==> src/rtl/bufm_id_mgr.sv <==
// Packet buffer ID manager: a circular free-list of buffer IDs plus an allocated
// bitmap; grants IDs on alloc requests and takes them back from the output side.
module bufm_id_mgr #(
   parameter int BUF_NUM = 16
) (
   input  logic       clk,
   input  logic       rst,
   input  logic       in_bufm_alloc_req,
   output logic       out_bufm_alloc_ack,
   output logic       out_bufm_alloc_nack,
   output logic [7:0] out_bufm_ID,
   input  logic [7:0] in_bufm_free_id,
   input  logic       in_bufm_free_wr,
   output logic [4:0] out_bufm_ID_count,
   output logic       out_bufm_ready,
   output logic       out_bufm_err
);

   localparam logic [0:0] INIT_S   = 1'b0;
   localparam logic [0:0] RUN_S    = 1'b1;
   localparam logic [3:0] LAST_ID  = 4'(BUF_NUM - 1);
   localparam logic [7:0] ID_LIMIT = 8'(BUF_NUM);

   logic [0:0]         state;
   logic [3:0]         fifo_mem [BUF_NUM];
   logic [3:0]         rd_ptr;
   logic [3:0]         wr_ptr;
   logic [BUF_NUM-1:0] alloc_map;
   logic [BUF_NUM-1:0] alloc_map_nxt;
   logic [4:0]         free_cnt;
   logic [4:0]         free_cnt_nxt;
   logic [3:0]         head_id;
   logic [3:0]         free_id4;
   logic               run;
   logic               alloc_ok;
   logic               free_ok;
   logic               fifo_wr;
   logic [3:0]         fifo_wdata;

   function automatic logic [3:0] next_ptr(input logic [3:0] p);
      return (p == LAST_ID) ? 4'd0 : p + 4'd1;
   endfunction

   // Request decode: the free is judged against the bitmap as it stood before this cycle
   always_comb begin
      run        = (state == RUN_S);
      head_id    = fifo_mem[rd_ptr];
      free_id4   = in_bufm_free_id[3:0];
      alloc_ok   = in_bufm_alloc_req && run && (free_cnt != 5'd0);
      free_ok    = in_bufm_free_wr && run && (in_bufm_free_id < ID_LIMIT) && alloc_map[free_id4];
      fifo_wr    = !run || free_ok;
      fifo_wdata = run ? free_id4 : wr_ptr;

      alloc_map_nxt = alloc_map;
      if (alloc_ok) alloc_map_nxt[head_id] = 1'b1;
      if (free_ok)  alloc_map_nxt[free_id4] = 1'b0;

      free_cnt_nxt = free_cnt + {4'd0, fifo_wr} - {4'd0, alloc_ok};
   end

   assign out_bufm_ready    = run;
   assign out_bufm_ID_count = free_cnt;

   // Registered state and one-cycle response pulses
   always_ff @(posedge clk or posedge rst) begin
      if (rst) begin
         state               <= INIT_S;
         rd_ptr              <= 4'd0;
         wr_ptr              <= 4'd0;
         alloc_map           <= '0;
         free_cnt            <= 5'd0;
         out_bufm_alloc_ack  <= 1'b0;
         out_bufm_alloc_nack <= 1'b0;
         out_bufm_err        <= 1'b0;
         out_bufm_ID         <= 8'h00;
      end else begin
         out_bufm_alloc_ack  <= alloc_ok;
         out_bufm_alloc_nack <= in_bufm_alloc_req && !alloc_ok;
         out_bufm_err        <= in_bufm_free_wr && !free_ok;
         alloc_map           <= alloc_map_nxt;
         free_cnt            <= free_cnt_nxt;
         if (alloc_ok) begin
            out_bufm_ID <= {4'd0, head_id};
            rd_ptr      <= next_ptr(rd_ptr);
         end
         if (fifo_wr) wr_ptr <= next_ptr(wr_ptr);
         if (!run && (wr_ptr == LAST_ID)) state <= RUN_S;
      end
   end

   // Free-list storage holds data only, so it carries no reset
   always_ff @(posedge clk) begin
      if (fifo_wr) fifo_mem[wr_ptr] <= fifo_wdata;
   end

endmodule
==> config.mk <==
export PLATFORM = sky130hd
export DESIGN_NAME = bufm_id_mgr
export DESIGN_NICKNAME = d
export VERILOG_FILES = /design/src/rtl/bufm_id_mgr.sv
export SDC_FILE = /design/constraint.sdc
export NUM_CORES = 1
export LEC_CHECK = 0
export BUFFER_PORTS_ARGS = -buffer_cell sky130_fd_sc_hd__buf_2
export CAP_MARGIN = 10
export CORE_UTILIZATION = 35
export DETAILED_ROUTE_END_ITERATION = 16
export PLACE_DENSITY = 0.53
export SLEW_MARGIN = 20
export SYNTH_ARGS = -nofsm -noshare
export SYNTH_HDL_FRONTEND = slang
export SYNTH_SLANG_ARGS = --single-unit
==> constraint.sdc <==
create_clock -name clk -period 3.2 [get_ports clk]
set_clock_uncertainty 0.1 [all_clocks]
set_input_delay 0.32 -clock clk [delete_from_list [all_inputs] [get_ports clk]]
set_output_delay 0.32 -clock clk [all_outputs]
set_load 0.03 [all_outputs]
==> impl_metrics.env <==
export IMPL_root_buffer="clkbuf_16"
export IMPL_ios=29
export IMPL_nets=386
export IMPL_first_iter_violations=145
export IMPL_hold_buffers=0
export IMPL_critical_path_class="register to register"
export IMPL_numPortBuffers=24
export IMPL_die_w_um=118
export IMPL_drt_pass1_iter_count=6
export IMPL_setup_viol=0
export IMPL_outcome="complete, but fails checks"
export IMPL_vias=2666
export IMPL_cts_buffers=9
export IMPL_slew_viol_final=0
export IMPL_path_max_fanout=13
export IMPL_rsz0062_at_grt="false"
export IMPL_powerDensity_nw_per_um2=850
export IMPL_clk_pin_slew_worst_paths_ns=0.07
export IMPL_final_cells=540
export IMPL_multi_input_area_um2=1660
export IMPL_area_growth_syn_to_layout_pct=14.1
export IMPL_r2r_end="out_bufm_ID_count[4]$_DFF_PP0_"
export IMPL_diodes=0
export IMPL_fin_crit_ns=2.69
export IMPL_wl_per_cell_um=17.6
export IMPL_post_route_period_util_pct=84.0
export IMPL_leakage_nw=2.01
export IMPL_yosys_cell_types_count=55
export IMPL_worst_ep_arrival_time_ns=2.82
export IMPL_rr_startpoint="out_bufm_ID_count[2]$_DFF_PP0_"
export IMPL_ys_seq_elements=101
export IMPL_place_congestion=0.794
export IMPL_violations="hold timing"
export IMPL_synthArstFlopShare_pct=36.6
export IMPL_clock_latency_ns=0.34
export IMPL_holdWs_ns=-0.0237
export IMPL_syn_inst=332
export IMPL_syn_area_um2=4670
export IMPL_worstRegToRegCells=13
export IMPL_dp_cells=524
export IMPL_hold_viol=30
export IMPL_initial_utilization_pct=36.4
export IMPL_vias_per_cell=4.94
export IMPL_cp_start_kind="register"
export IMPL_remaining_drc_errors=0
export IMPL_routed_wl_um=9490
export IMPL_hp_class="primary input to asynchronous set/reset pin"
export IMPL_fillCellCount=1226
export IMPL_drive_above_1_share_pct=22.0
export IMPL_setup_tns_ns=0
export IMPL_grt_overflow=0
export IMPL_worstPathRequired_ns=3.33
export IMPL_worst_slew_pin_slew_ns=0.719
export IMPL_ant_nets=0
export IMPL_synth_flop_cell="edfxtp_1"
export IMPL_core_area_um2=12800
export IMPL_dieArea_um2=13800
export IMPL_cts_buffer_depth=2
export IMPL_cts_sinks=101
export IMPL_crit_path_end_kind="register"
export IMPL_synth_edf_count=64
export IMPL_die_h_um=118
export IMPL_cts_resized_gates=0
export IMPL_rows=41
export IMPL_maxCapViolCount=0
export IMPL_antenna_found_initial=0
export IMPL_slew_headroom_pct=51.9
export IMPL_grt_pass1_wl_um=15500
export IMPL_grt_pass1_vias=2783
export IMPL_post_cts_buffers=0
export IMPL_seq_area_um2=2850
export IMPL_clock_fmax_mhz=372
export IMPL_yosysWarnings=0
export IMPL_cts_tree="yes"
export IMPL_ys_seq_area_share_pct=61.0
export IMPL_rrSetupSlack_ns=0.51
export IMPL_grt_usage_pct=14.8
export IMPL_dp_hpwl_um=6740
export IMPL_grt_max_degree=38
export IMPL_crit_start="out_bufm_ID_count[2]$_DFF_PP0_"
export IMPL_htreeDepth=3
export IMPL_avgSynthCellArea_um2=14.1
export IMPL_ir_drop_v=0.000360
## worst max-delay path by stage
stage / end / cells past startpoint / slack, ns
floorplan: out_bufm_ID_count[4]$_DFF_PP0_ / 15 / 0.39
global placement: out_bufm_ID_count[4]$_DFF_PP0_ / 14 / 0.34
detailed placement: out_bufm_ID_count[4]$_DFF_PP0_ / 14 / 0.26
CTS: out_bufm_ID_count[4]$_DFF_PP0_ / 13 / 0.48
global route: out_bufm_ID_count[4]$_DFF_PP0_ / 13 / 0.30
finish: out_bufm_ID_count[4]$_DFF_PP0_ / 13 / 0.51
## area by class of cell
class,count,share of cell area [%]
clock inverter,7,1.85
timing repair buffer,36,4.18
sequential,101,53.4
multi-input combinational,199,31.2
clock buffer,9,4.22
inverter,16,1.13
tap,172,4.04
## kinds of logic after synthesis
logic type	after synthesis	synth area share, %
flip-flops	101	61.0
AND/OR/NAND/NOR	82	9.53
AO/OA/AOI/OAI	55	7.42
multiplexers	41	14.1
buffers and inverters	35	3.72
adder cells (fa/ha/maj)	11	3.11
XOR/XNOR	6	1.12
other	1	0.0803
## cell usage after synthesis, types with 5 or more instances
| cell | count | area share (%) |
|---|---|---|
| a21oi_1 | 25 | 2.7 |
| and2_1 | 15 | 2.0 |
| buf_2 | 7 | 0.75 |
| clkbuf_1 | 5 | 0.40 |
| dfrtp_1 | 37 | 20 |
| edfxtp_1 | 64 | 41 |
| ha_1 | 10 | 2.7 |
| inv_1 | 14 | 1.1 |
| mux2_2 | 6 | 1.4 |
| mux2i_1 | 15 | 3.2 |
| mux4_2 | 14 | 6.7 |
| nand2_1 | 20 | 1.6 |
| nand3_1 | 7 | 0.75 |
| nor2_1 | 13 | 1.0 |
| nor2b_1 | 9 | 1.2 |
| o21ai_1 | 6 | 0.64 |
| xnor2_1 | 5 | 0.94 |
## flip-flops by register name, indices dropped and copies added (netlist names)
| signal | count |
|---|---|
| fifo_mem | 64 |
| alloc_map | 16 |
| out_bufm_ID_count | 5 |
| out_bufm_ID | 4 |
| rd_ptr | 4 |
| wr_ptr | 4 |
| out_bufm_alloc_ack | 1 |
| out_bufm_alloc_nack | 1 |
| out_bufm_err | 1 |
| out_bufm_ready | 1 |
## cell usage in the layout (no fill, tap or decap), types with 2 or more instances in the layout
cell,instances
a21o_1,2
a21oi_1,25
a21oi_2,2
a221oi_1,2
a31oi_1,4
a41oi_1,2
and2_1,15
buf_2,24
buf_4,11
bufinv_16,2
clkbuf_16,9
clkinvlp_4,2
conb_1,4
dfrtp_1,37
edfxtp_1,64
ha_1,10
inv_1,14
inv_2,2
mux2_1,2
mux2_2,6
mux2i_1,15
mux4_1,3
mux4_2,14
nand2_1,20
nand2b_1,4
nand3_1,7
nor2_1,13
nor2b_1,9
nor3b_1,3
o21ai_0,3
o21ai_1,6
xnor2_1,5
## worst max-delay path, cell delays in order (launching register included)
cell and delay, ns:
dfrtp_1 0.41, inv_1 0.09, ha_1 0.14, nor4b_1 0.21, or2_2 0.36, mux2i_1 0.24
ha_1 0.18, inv_1 0.05, fa_1 0.40, inv_1 0.07, a21oi_1 0.06, nor2_1 0.09
nor2_1 0.05, xnor2_1 0.11
## power breakdown
group | switching (mW) | leakage, nW | total [mW] | internal (mW)
clock | 0.483 | 0.151 | 1.17 | 0.689
combinational | 0.901 | 0.840 | 1.58 | 0.683
sequential | 0.189 | 1.02 | 1.78 | 1.59
## per-stage QoR
stage               area [um2]  power (mW)  setup WS, ns  utilization (%)
finish                    5330        4.53         0.513             41.6
global route              5330        4.80         0.297             41.6
CTS                       5330        4.57         0.483             41.6
detailed placement        5010        3.40         0.259             39.0
global placement          5010        3.40         0.344             39.0
floorplan                 4680        2.99         0.394                -
## per-layer routing
| layer | GRT usage, % | share of wire (%) | vias up |
|---|---|---|---|
| li1 | - | - | 1289 |
| met1 | 21.1 | 51 | 1329 |
| met2 | 22.6 | 46 | 40 |
| met3 | 2.13 | 2.1 | 8 |
| met4 | 6.33 | 1.3 | 0 |
| met5 | 0 | 0 | - |
(Power assumes the default switching activity.)
